**config.mk**
```make
export PLATFORM = sky130hd
export DESIGN_NAME = ps2_kbd_rx
export DESIGN_NICKNAME = d
export VERILOG_FILES = /design/src/rtl/ps2_pkg.sv /design/src/rtl/ps2_filter.sv /design/src/rtl/ps2_kbd_rx.sv
export SDC_FILE = /design/constraint.sdc
export NUM_CORES = 1
export LEC_CHECK = 0
export ABC_CLOCK_PERIOD_IN_PS = 2600
export CORE_AREA = 5 5 109 131
export CTS_CLUSTER_DIAMETER = 30
export DETAILED_ROUTE_END_ITERATION = 10
export DIE_AREA = 0 0 114 136
export PLACE_DENSITY = 0.48
export SKIP_CTS_REPAIR_TIMING = 1
export SYNTH_ARGS = -nofsm -noshare
export SYNTH_HDL_FRONTEND = slang
export SYNTH_SLANG_ARGS = --single-unit
```
**constraint.sdc**
```tcl
create_clock -name clk -period 2.6 [get_ports clk]
set_input_delay 0.65 -clock clk [delete_from_list [all_inputs] [get_ports clk]]
set_output_delay 0.65 -clock clk [all_outputs]
set_load 0.02 [all_outputs]
```
**src/rtl/ps2_pkg.sv**
```systemverilog
// Shared types and frame layout for the PS/2 keyboard receiver.
// Bit positions index the 11-bit frame in arrival order (start first).
package ps2_pkg;

   typedef enum logic [1:0] {
      IDLE  = 2'd0,
      SHIFT = 2'd1,
      CHECK = 2'd2
   } state_t;

   localparam int FRAME_BITS = 11;
   localparam int START_BIT  = 0;
   localparam int DATA_LSB   = 1;
   localparam int DATA_MSB   = 8;
   localparam int PARITY_BIT = 9;
   localparam int STOP_BIT   = 10;

   // Odd parity holds when data plus parity carry an odd number of ones.
   function automatic logic odd_ok(input logic [8:0] bits);
      return ^bits;
   endfunction

endpackage

```
**src/rtl/ps2_filter.sv**
```systemverilog
// Two-flop synchroniser, run-length deglitch filter and falling-edge pulse
// for one raw PS/2 line. Idles high, as the open-collector bus does.
module ps2_filter #(
   parameter int FILTER_LEN = 4
) (
   input  logic clk,
   input  logic reset_n,
   input  logic raw,
   output logic filt,
   output logic fall
);

   localparam logic [3:0] LAST = 4'(FILTER_LEN - 1);

   logic       s1;
   logic       s2;
   logic       filt_d;
   logic [3:0] cnt;

   always_ff @(posedge clk) begin
      if (!reset_n) begin
         s1     <= 1'b1;
         s2     <= 1'b1;
         cnt    <= 4'd0;
         filt   <= 1'b1;
         filt_d <= 1'b1;
         fall   <= 1'b0;
      end else begin
         s1     <= raw;
         s2     <= s1;
         filt_d <= filt;
         fall   <= filt_d & ~filt;
         // Any sample that agrees with the current output restarts the run.
         if (s2 == filt) begin
            cnt <= 4'd0;
         end else if (cnt == LAST) begin
            filt <= s2;
            cnt  <= 4'd0;
         end else begin
            cnt <= cnt + 4'd1;
         end
      end
   end

endmodule

```
**src/rtl/ps2_kbd_rx.sv**
```systemverilog
// PS/2 keyboard receive stage: filters the pins, deframes 11-bit frames
// and queues good scan-code bytes in a show-ahead FIFO for the CPU.
module ps2_kbd_rx
   import ps2_pkg::*;
#(
   parameter int FILTER_LEN  = 4,
   parameter int TIMEOUT_CYC = 8000,
   parameter int FIFO_DEPTH  = 4
) (
   input  logic       clk,
   input  logic       reset_n,
   input  logic       ps2_clk,
   input  logic       ps2_data,
   input  logic       rd,
   output logic [7:0] data,
   output logic       valid,
   output logic       overflow,
   output logic       parity_err,
   output logic       frame_err,
   input  logic       err_clr
);

   localparam int AW = $clog2(FIFO_DEPTH);
   localparam int TW = $clog2(TIMEOUT_CYC + 1);
   localparam logic [TW-1:0] T_LAST = TW'(TIMEOUT_CYC - 1);

   logic c_filt;
   logic c_fall;
   logic d_filt;
   logic d_fall;
   logic unused_sig;

   ps2_filter #(
      .FILTER_LEN(FILTER_LEN)
   ) u_clk_filt (
      .clk    (clk),
      .reset_n(reset_n),
      .raw    (ps2_clk),
      .filt   (c_filt),
      .fall   (c_fall)
   );

   ps2_filter #(
      .FILTER_LEN(FILTER_LEN)
   ) u_data_filt (
      .clk    (clk),
      .reset_n(reset_n),
      .raw    (ps2_data),
      .filt   (d_filt),
      .fall   (d_fall)
   );

   assign unused_sig = c_filt ^ d_fall;

   state_t                state;
   state_t                state_nx;
   logic [FRAME_BITS-1:0] frame;
   logic [3:0]            bitcnt;
   logic [TW-1:0]         timer;
   logic                  start;
   logic                  timeout;
   logic                  push;
   logic                  set_perr;
   logic                  set_ferr;

   assign start   = (state == IDLE) && c_fall && !d_filt;
   assign timeout = (state == SHIFT) && !c_fall && (timer == T_LAST);

   always_ff @(posedge clk) begin
      if (!reset_n) begin
         state <= IDLE;
      end else begin
         state <= state_nx;
      end
   end

   always_comb begin
      state_nx = state;
      unique case (state)
         IDLE: begin
            if (start) begin
               state_nx = SHIFT;
            end
         end
         SHIFT: begin
            if (timeout) begin
               state_nx = IDLE;
            end else if (c_fall && bitcnt == 4'd9) begin
               state_nx = CHECK;
            end
         end
         CHECK: begin
            state_nx = IDLE;
         end
         default: begin
            state_nx = IDLE;
         end
      endcase
   end

   // A bad stop bit outranks a parity error when both are wrong.
   always_comb begin
      push     = 1'b0;
      set_perr = 1'b0;
      set_ferr = 1'b0;
      unique case (state)
         SHIFT: begin
            set_ferr = timeout;
         end
         CHECK: begin
            if (!frame[STOP_BIT]) begin
               set_ferr = 1'b1;
            end else if (!odd_ok(frame[PARITY_BIT:DATA_LSB])) begin
               set_perr = 1'b1;
            end else begin
               push = 1'b1;
            end
         end
         default: begin
         end
      endcase
   end

   always_ff @(posedge clk) begin
      if (!reset_n) begin
         frame  <= '0;
         bitcnt <= 4'd0;
         timer  <= '0;
      end else begin
         unique case (state)
            IDLE: begin
               if (start) begin
                  frame  <= {d_filt, frame[FRAME_BITS-1:1]};
                  bitcnt <= 4'd0;
                  timer  <= '0;
               end
            end
            SHIFT: begin
               if (c_fall) begin
                  frame  <= {d_filt, frame[FRAME_BITS-1:1]};
                  bitcnt <= bitcnt + 4'd1;
                  timer  <= '0;
               end else begin
                  timer <= timer + 1'b1;
               end
            end
            default: begin
            end
         endcase
      end
   end

   logic [7:0]  mem [FIFO_DEPTH];
   logic [AW:0] wp;
   logic [AW:0] rp;
   logic        full;
   logic        do_pop;
   logic        do_push;
   logic        ovf_set;

   assign valid   = (wp != rp);
   assign full    = (wp[AW] != rp[AW]) && (wp[AW-1:0] == rp[AW-1:0]);
   assign do_pop  = rd && valid;
   // A pop in the same cycle frees the slot a full FIFO needs.
   assign do_push = push && (!full || do_pop);
   assign ovf_set = push && full && !do_pop;
   assign data    = valid ? mem[rp[AW-1:0]] : 8'h00;

   always_ff @(posedge clk) begin
      if (do_push) begin
         mem[wp[AW-1:0]] <= frame[DATA_MSB:DATA_LSB];
      end
   end

   always_ff @(posedge clk) begin
      if (!reset_n) begin
         wp <= '0;
         rp <= '0;
      end else begin
         if (do_push) begin
            wp <= wp + 1'b1;
         end
         if (do_pop) begin
            rp <= rp + 1'b1;
         end
      end
   end

   always_ff @(posedge clk) begin
      if (!reset_n) begin
         overflow   <= 1'b0;
         parity_err <= 1'b0;
         frame_err  <= 1'b0;
      end else begin
         if (ovf_set) begin
            overflow <= 1'b1;
         end else if (err_clr) begin
            overflow <= 1'b0;
         end
         if (set_perr) begin
            parity_err <= 1'b1;
         end else if (err_clr) begin
            parity_err <= 1'b0;
         end
         if (set_ferr) begin
            frame_err <= 1'b1;
         end else if (err_clr) begin
            frame_err <= 1'b0;
         end
      end
   end

endmodule

```
# Word level (Yosys, flattened, before mapping)
# Memory sizes are Yosys's and may differ from the RTL's. A register that Yosys moved wholly into a read port is not among the register bits.
# Cells that the tools add are included.
# totals
reg_bits	55
inputBits	6
memories	1
wordCells	103
out_inout_bits	12
ram_bits	32
# memory_table
name	words	word_bits	read_ports	rd_ports_with_merged_regs	write_ports	line	text
mem	4	8	1	1	1	ps2_kbd_rx.sv:153	logic [7:0] mem [FIFO_DEPTH];
# classes
reduce_logical	28
add_sub_neg	6
n_bitwise	5
n_eq_ne	14
muxes	30
# ops
cell	count
$mux 13	2
$pmux 13 s2	1
$mux 11	2
$pmux 11 s2	1
$add 13x1->13 const B	1
$eq 13x13->1 const B	1
$mux 1	13
$add 4x1->4 const B	3
$logic_and 1x1->1	10
$mux 2	5
$reduce_xor 9->1	1
$eq 4x2->1 const B	2
$mux 4	2
$mux 8	1
$pmux 4 s2	1
$reduce_and 2->1	4
$reduce_bool 2->1	4
$add 3x1->3 const B	2
$reduce_or 3->1	2
$eq 4x4->1 const B	1
$logic_not 1->1	4
$not 1->1	4
$pmux 2 s2	1
$ne 3x2->1 const B	1
other kinds (13)	14

# Longest topological paths before layout
# Gate-level depths: netlist of the first run.
# depth
ltp_word	7
depth_mapped	9
ltp_nobuf	7

# Cells and area by module
# Synthesis of the first run repeated with hierarchy kept, for this count alone.
# hier_totals
cells_unflattened	317
hier_area_um2	3837.4
# modules_own_cells
module	n_inst	seq_area_each_um2	cells_each	area_each_um2
ps2_kbd_rx	1	1761.7	261	3244.4
ps2_filter	2	180.2	28	296.5

# Worst setup path after synthesis of the first run
# OpenSTA, ideal clock, no wires.
# synth_path
path_type	reg2reg
from	reg frame[2]
to	mem mem[3][0] (enable)
required_time_ps	2212
setup_slack_ps	312
setup_ps	388
synth_period_minus_slack_ps	2288
path_stages_with_launch	5
path_buffers	0
arrival_ps	1900
path_cell_list	dfxtp_1 -> xor2_1 -> xnor3_1 -> xnor2_1 -> nor3_1
# synth_between
elab_chain_len	7
# synth_lines
element	line	text
start, declared	ps2_kbd_rx.sv:57	logic [FRAME_BITS-1:0] frame;
start signal, assigned	ps2_kbd_rx.sv:133	frame <= {d_filt, frame[FRAME_BITS-1:1]};
start signal, assigned	ps2_kbd_rx.sv:140	frame <= {d_filt, frame[FRAME_BITS-1:1]};
$reduce_xor 9->1	ps2_pkg.sv:20	return ^bits;
$mux 1	ps2_kbd_rx.sv:113	end else if (!odd_ok(frame[PARITY_BIT:DATA_LSB])) begin
$mux 1	ps2_kbd_rx.sv:111	if (!frame[STOP_BIT]) begin
$mux 1	ps2_kbd_rx.sv:106	unique case (state)
$logic_and 1x1->1	ps2_kbd_rx.sv:165	assign do_push = push && (!full || do_pop);
$mux 1	ps2_kbd_rx.sv:170	if (do_push) begin
$mux 1 (implied by the code)	ps2_kbd_rx.sv:171	mem[wp[AW-1:0]] <= frame[DATA_MSB:DATA_LSB];
end, declared	ps2_kbd_rx.sv:153	
# No other way between the ends.

# Worst setup path in the final report of the first run
# layout_path
from	reg wp[2]
to	out valid
# layout_between
elab_chain_len	1
# layout_lines
element	line	text
start, declared	ps2_kbd_rx.sv:154	logic [AW:0] wp;
start signal, assigned	ps2_kbd_rx.sv:181	wp <= wp + 1'b1;
$ne 3x3->1	ps2_kbd_rx.sv:161	assign valid = (wp != rp);
end, declared	ps2_kbd_rx.sv:16	output logic valid,
# No other way between the ends.

==> results.cfg, run 1 <==
[route]
routed_via_density = 4.34
drt-pass1-iter-count = 4
top_layer = met4
num_vias = 2273
drtAntennaViolNets = 0
detailedRoute.firstIterationViolations = 81
dr_wl_met2_um = 3030
wl_met1_um = 2880
wl_met3_um = 192
routed_wirelength_um = 6210
drc_violation_count_after_routing = 0
wl_per_cell_um = 11.8

[grt]
grt_pass1_vias = 2261
sum_of_overflow_across_all_layers_after_global_routing = 0
gr-usage-all-layers_pct = 8.78
antenna_found_initial = 0
grt_max_degree = 40
global_route_wire_length_before_repair_um = 10900

[worst_setup_path]
setup.worst_path.end_class = output port
timing.critical_path.from_type = flop
timing.reg2reg.worst_path_depth = 5
critPathLaunch = wp[2]$_SDFFE_PN0N_
reg2reg_to = mem[1][3]$_DFFE_PP_
worst_ep_arrival_time_ns = 1.81
worst-r2r-setup-slack_ns = 0.39
r2r_start = frame[1]$_SDFFE_PN0P_
worstPathMaxFanout = 10
critical_path_required_ns = 1.95
timing_worst_setup_path_type = flop to output port

[placed_design]
cells_after_dpl = 506
numPortBuffers = 17
hpwlAfterDp_um = 4380
gp_routability_congestion = 0.741

[floorplanning]
chipHeight_um = 136
coreArea_mm2 = 0.0129
floorplan.initialDensity_pct = 29.0
die_area_mm2 = 0.0155
io_pins = 18
fp-row-count = 46
die_w_um = 114

[yosys]
post_synth_edffs = 32
ys_seq_area_share_pct = 55.5
syn_inst = 323
ys_top_cells_by_count = sky130_fd_sc_hd__dfxtp_1 (56), sky130_fd_sc_hd__edfxtp_1 (32), sky130_fd_sc_hd__nor2_1 (27)
async_reset_ff_share_pct = 0
synth_top_area_cell = sky130_fd_sc_hd__dfxtp_1
synth_simple_gate_area_share_pct = 17.9
synth.avg_cell_area_um2 = 11.6
post_synth_instance_area_mm2 = 0.00375
post_synth_xor_area_fraction_pct = 7.60
yosysTopAreaCellShare_pct = 29.9
yosys.area_share.adder_pct = 4.67
yosys.cell_count.top_type = sky130_fd_sc_hd__dfxtp_1
synth-main-ff-cell = sky130_fd_sc_hd__dfxtp_1
area_fraction_in_compound_gates_after_synthesis_pct = 3.93
post_synthesis_net_count = 343
postSynthRegisterBits = 88
synth_top_cells_by_area = sky130_fd_sc_hd__dfxtp_1 (30%), sky130_fd_sc_hd__edfxtp_1 (26%), sky130_fd_sc_hd__mux4_2 (4.8%), sky130_fd_sc_hd__ha_1 (4.7%), sky130_fd_sc_hd__xnor2_1 (3.5%)
yosysWarningCount = 0
main_combinational_cell_family_by_area_after_synthesis = simple AND/OR/NAND/NOR gates
yosys.cell_types.count = 36
fraction_of_synthesized_area_in_multiplexers_pct = 8.27

[cells_and_area]
final-seq-area_mm2 = 0.00208
finish.cell_count_without_fillers = 524
layout-area-overhead-vs-synth_pct = 20.6
diodes_inserted = 0
finish.net_count = 371
utilization_pct = 35.0
multiInputGateArea_mm2 = 0.00159
layout.filler_cells = 1272
post_route_cells_drive_above_1_share_pct = 10.1

[timing]
headroom_to_the_max_slew_limit_pct = 70.5
fin_crit_sh_pct = 94.8
finalSetupViolations = 0
post-route-min-period_ns = 2.46
report.final.slew_viol_count = 0
final.setup_skew_ns = 0.00487
maximum_frequency_from_static_timing_analysis_mhz = 406
hold_viol = 0
grt_setup_unrepaired = false
fin_setup_tns_ns = 0
worst_pin_slew_ns = 0.442

[cts]
clock_latency_ns = 0.33
clk_root_buffer_cell = sky130_fd_sc_hd__clkbuf_16
cts_tree = built
cts_sinks = 88
cts_inserted_buffers = 9
cts_max_path_buffers = 2
cts.clk_slew.worst_paths_ns = 0.06
number_of_h_tree_levels = 3

[min_path]
min_delay_worst_endpoint = u_clk_filt.s2$_SDFF_PN1_
min-delay-path-class = flop to flop
hold_path_startpoint = u_clk_filt.s1$_SDFF_PN1_
hold_path_cell_cnt = 1

[power]
power_density_mw_per_mm2 = 626
cell_leakage_power_nw = 1.79
irDropWorstVdd_uv = 249

[job]
maxCapViolations = 0

[status]
status = finished clean
## sequential cells by signal, summed over array words and instances (netlist names), 2 cells and up, named ones only
name / count
bitcnt: 4
u_clk_filt.cnt: 4
frame: 10
rp: 3
wp: 3
mem: 32
state: 2
timer: 13
u_data_filt.cnt: 4
## worst max-delay path by stage
stage / to
2_1_floorplan: mem[3][0]$_DFFE_PP_
5_1_grt: valid
4_1_cts: data[1]
3_5_place_dp: mem[0][2]$_DFFE_PP_
3_3_place_gp: mem[0][0]$_DFFE_PP_
6_report: valid
## per-stage QoR
step	power [mW]	hold WS [ns]	setup WS [ns]	area, um^2
after floorplan	1.50	0.386	0.312	3750
after detailed placement	1.52	0.396	0.109	4180
after CTS	2.88	0.410	-0.174	4490
after global routing	2.96	0.441	0.0880	4530
final	2.84	0.404	0.136	4530
after global placement	1.52	0.391	0.122	4180
## per-layer routing
metal / up-vias / track usage [%]
met5: - / 0
met4: 0 / 4.55
met3: 9 / 2.09
met2: 22 / 14.6
met1: 1071 / 10.5
li1: 1171 / -
## worst max-delay path, stage by stage (launching register included)
cell and delay (ns):
sky130_fd_sc_hd__dfxtp_1 0.37, sky130_fd_sc_hd__xor2_1 0.18, sky130_fd_sc_hd__nand3b_1 0.14, sky130_fd_sc_hd__buf_4 0.18, sky130_fd_sc_hd__clkdlybuf4s50_1 0.62
## where the power goes
| part | leakage, nW | total [mW] | internal (mW) | switching (mW) |
|---|---|---|---|---|
| clock network | 0.146 | 1.35 | 0.837 | 0.511 |
| logic | 0.894 | 0.0582 | 0.0291 | 0.0291 |
| registers | 0.749 | 1.43 | 1.42 | 0.00580 |
| total | 1.79 | 2.84 | 2.29 | 0.546 |
## cell families (layout without fill, tap and decap cells)
group,Yosys count,count (layout)
adders and majority gates,14,14
buffers and inverters,21,54
and+or+nand+nor,126,126
xor gates and xnor gates,31,31
DFF,88,88
muxes,21,21
AOI/OAI and AO/OA,22,22
## cells in the final DEF (no fill, tap or decap), types with 2 or more instances in the layout
cell type / instances
sky130_fd_sc_hd__a22oi_1: 2
sky130_fd_sc_hd__edfxtp_1: 32
sky130_fd_sc_hd__xnor2_1: 15
sky130_fd_sc_hd__xor2_1: 15
sky130_fd_sc_hd__and3_1: 4
sky130_fd_sc_hd__a21boi_0: 2
sky130_fd_sc_hd__inv_1: 11
sky130_fd_sc_hd__mux4_2: 8
sky130_fd_sc_hd__bufinv_16: 2
sky130_fd_sc_hd__nand4b_1: 3
sky130_fd_sc_hd__mux2i_1: 13
sky130_fd_sc_hd__nor3_1: 3
sky130_fd_sc_hd__nor2_1: 27
sky130_fd_sc_hd__and2_1: 13
sky130_fd_sc_hd__nand3_1: 19
sky130_fd_sc_hd__nand2b_1: 9
sky130_fd_sc_hd__nand2_1: 17
sky130_fd_sc_hd__buf_12: 2
sky130_fd_sc_hd__clkdlybuf4s50_1: 9
sky130_fd_sc_hd__buf_4: 8
sky130_fd_sc_hd__nor2b_1: 20
sky130_fd_sc_hd__ha_1: 14
sky130_fd_sc_hd__nand3b_1: 4
sky130_fd_sc_hd__dfxtp_1: 56
sky130_fd_sc_hd__o21ai_0: 5
sky130_fd_sc_hd__clkbuf_16: 9
sky130_fd_sc_hd__a21oi_1: 6
sky130_fd_sc_hd__dlymetal6s2s_1: 8
sky130_fd_sc_hd__nand4_1: 3
sky130_fd_sc_hd__or3_1: 2
sky130_fd_sc_hd__clkinvlp_4: 2
sky130_fd_sc_hd__o21ai_2: 2
## layout make-up
type,instances,share of cell area [%]
clock buffers,10,5.06
clock inverters,6,1.85
inverters,11,0.912
multi-input cells,214,35.1
flip-flops and latches,88,46.0
well taps,168,4.64
repair buffers,27,6.41
Power figures use the tool's default switching activity.
==> inputs of run 2 (changes only) <==
--- a/config.mk
+++ b/config.mk
@@ -12,6 +12,7 @@
 export DIE_AREA = 0 0 114 136
 export PLACE_DENSITY = 0.48
 export SKIP_CTS_REPAIR_TIMING = 1
+export SLEW_MARGIN = 15
 export SYNTH_ARGS = -nofsm -noshare
 export SYNTH_HDL_FRONTEND = slang
 export SYNTH_SLANG_ARGS = --single-unit
==> results of run 2 <==
Final layout, timing and power as in run 1 (identical DEF).
==> inputs of run 3 (changes only) <==
--- a/config.mk
+++ b/config.mk
@@ -6,11 +6,11 @@
 export NUM_CORES = 1
 export LEC_CHECK = 0
 export ABC_CLOCK_PERIOD_IN_PS = 2600
-export CORE_AREA = 5 5 109 131
+export CORE_AREA = 5 5 95 115
 export CTS_CLUSTER_DIAMETER = 30
 export DETAILED_ROUTE_END_ITERATION = 10
-export DIE_AREA = 0 0 114 136
-export PLACE_DENSITY = 0.48
+export DIE_AREA = 0 0 100 120
+export PLACE_DENSITY = 0.59
 export SKIP_CTS_REPAIR_TIMING = 1
 export SLEW_MARGIN = 15
 export SYNTH_ARGS = -nofsm -noshare
==> run 3 against run 2 <==
  * Sequential share of layout area rose by 1.4 points
  * First-iteration DRC count fell by 12%
  * Combinational power fell by 4.0%
  * Setup slack improved by 0.045 ns
  * Non-clock buffer count fell by 2
  * Critical path depth did not move
  * Hold slack improved by 0.0025 ns
  * Clock power fell by 14%
  * Final cell count fell by 8.4%
  * Via count fell by 0.62%
  * Critical endpoint unchanged
  * Largest power group unchanged
  * Highest routed layer unchanged
==> results.cfg, run 3 (synthesized netlist as in run 1, its figures left out) <==
[status]
status = finished clean

[cts]
clk_root_buffer_cell = sky130_fd_sc_hd__clkbuf_16
clock_latency_ns = 0.33
cts_inserted_buffers = 9
cts_sinks = 88
cts_tree = built
cts_max_path_buffers = 2
number_of_h_tree_levels = 3
cts.clk_slew.worst_paths_ns = 0.06

[worst_setup_path]
timing_worst_setup_path_type = flop to output port
timing.critical_path.from_type = flop
worstPathMaxFanout = 10
worst_ep_arrival_time_ns = 1.77
timing.reg2reg.worst_path_depth = 5
setup.worst_path.end_class = output port
critical_path_required_ns = 1.95

[floorplanning]
io_pins = 18
floorplan.initialDensity_pct = 38.5
coreArea_mm2 = 0.00976
die_area_mm2 = 0.0120
fp-row-count = 40
die_w_um = 100
chipHeight_um = 120

[timing]
fin_setup_tns_ns = 0
report.final.slew_viol_count = 0
timing.hold.ws_ns = 0.406
headroom_to_the_max_slew_limit_pct = 66.9
worst_pin_slew_ns = 0.496
fin_crit_sh_pct = 93.1
setup_slack_ns = 0.180
grt_setup_unrepaired = false
hold_viol = 0
finalSetupViolations = 0
maximum_frequency_from_static_timing_analysis_mhz = 413
final.setup_skew_ns = 0.00634
post-route-min-period_ns = 2.42

[cells_and_area]
layout.filler_cells = 899
most-common-layout-cells = sky130_fd_sc_hd__dfxtp_1 (56), sky130_fd_sc_hd__edfxtp_1 (32), sky130_fd_sc_hd__nor2_1 (27)
finish.net_count = 369
most_common_cell_after_layout_fill_and_taps_aside = sky130_fd_sc_hd__dfxtp_1
post_route_cells_drive_above_1_share_pct = 9.89
final_design_area_no_fill_mm2 = 0.00439
finish.cell_count_without_fillers = 480
flip_flop_count_of_the_largest_register_after_layout = 32
layout-area-overhead-vs-synth_pct = 17.0
utilization_pct = 45.0
diodes_inserted = 0

[min_path]
hold_path_cell_cnt = 1
min-delay-path-class = flop to flop

[placed_design]
numPortBuffers = 17
detailed_place.area_mm2 = 0.00409
cells_after_dpl = 462
gp_routability_congestion = 0.777
hpwlAfterDp_um = 4160
pre_cts_ws_ns = 0.131

[grt]
grt_max_degree = 31
global_route_wire_length_before_repair_um = 10200
antenna_found_initial = 0
sum_of_overflow_across_all_layers_after_global_routing = 0
grt_pass1_vias = 2243
gr-usage-all-layers_pct = 10.5

[job]
maxCapViolations = 0

[route]
routed_wirelength_um = 5870
drt-pass1-iter-count = 6
drc_violation_count_after_routing = 0
detailedRoute.firstIterationViolations = 71
num_vias = 2259
routed_via_density = 4.71
wl_per_cell_um = 12.2
drtAntennaViolNets = 0

[power]
irDropWorstVdd_uv = 388
p_total_mw = 2.64
cell_leakage_power_nw = 1.75
power_density_mw_per_mm2 = 601
run 3: layer usage:
| layer | GRT usage, % | share of wire (%) |
|---|---|---|
| met5 | 0 | 0 |
| met4 | 4.80 | 1.6 |
| met3 | 2.62 | 3.1 |
| met2 | 17.8 | 51 |
| met1 | 12.5 | 44 |
run 3: worst paths after layout:
| kind | start | end | slack (ns) |
|---|---|---|---|
| setup / recovery | rp[2]$_SDFFE_PN0P_ | valid | 0.18 |
| hold / removal | u_clk_filt.s1$_SDFF_PN1_ | u_clk_filt.s2$_SDFF_PN1_ | 0.41 |
| setup reg to reg | frame[2]$_SDFFE_PN0P_ | mem[1][5]$_DFFE_PP_ | 0.36 |
| hold reg to reg | u_clk_filt.s1$_SDFF_PN1_ | u_clk_filt.s2$_SDFF_PN1_ | 0.41 |
run 3: critical path: stages, from the launching register on:
cell	delay [ns]
sky130_fd_sc_hd__dfxtp_1	0.36
sky130_fd_sc_hd__xor2_1	0.18
sky130_fd_sc_hd__nand3b_1	0.13
sky130_fd_sc_hd__buf_4	0.16
sky130_fd_sc_hd__clkdlybuf4s50_1	0.61
run 3: power by group:
part	internal, mW	total (mW)	switching [mW]
Clock	0.645	1.16	0.513
Combinational	0.0270	0.0559	0.0289
Sequential	1.42	1.43	0.00568
run 3: final cells by class:
cell class	instances	area, um^2	share of cell area [%]
repair buffers	25	250	5.70
clock buffers	9	225	5.13
clock inverters	7	46.3	1.05
flip-flops and latches	88	2080	47.4
multi-input cells	214	1590	36.2
inverters	11	41.3	0.940
well taps	126	158	3.59
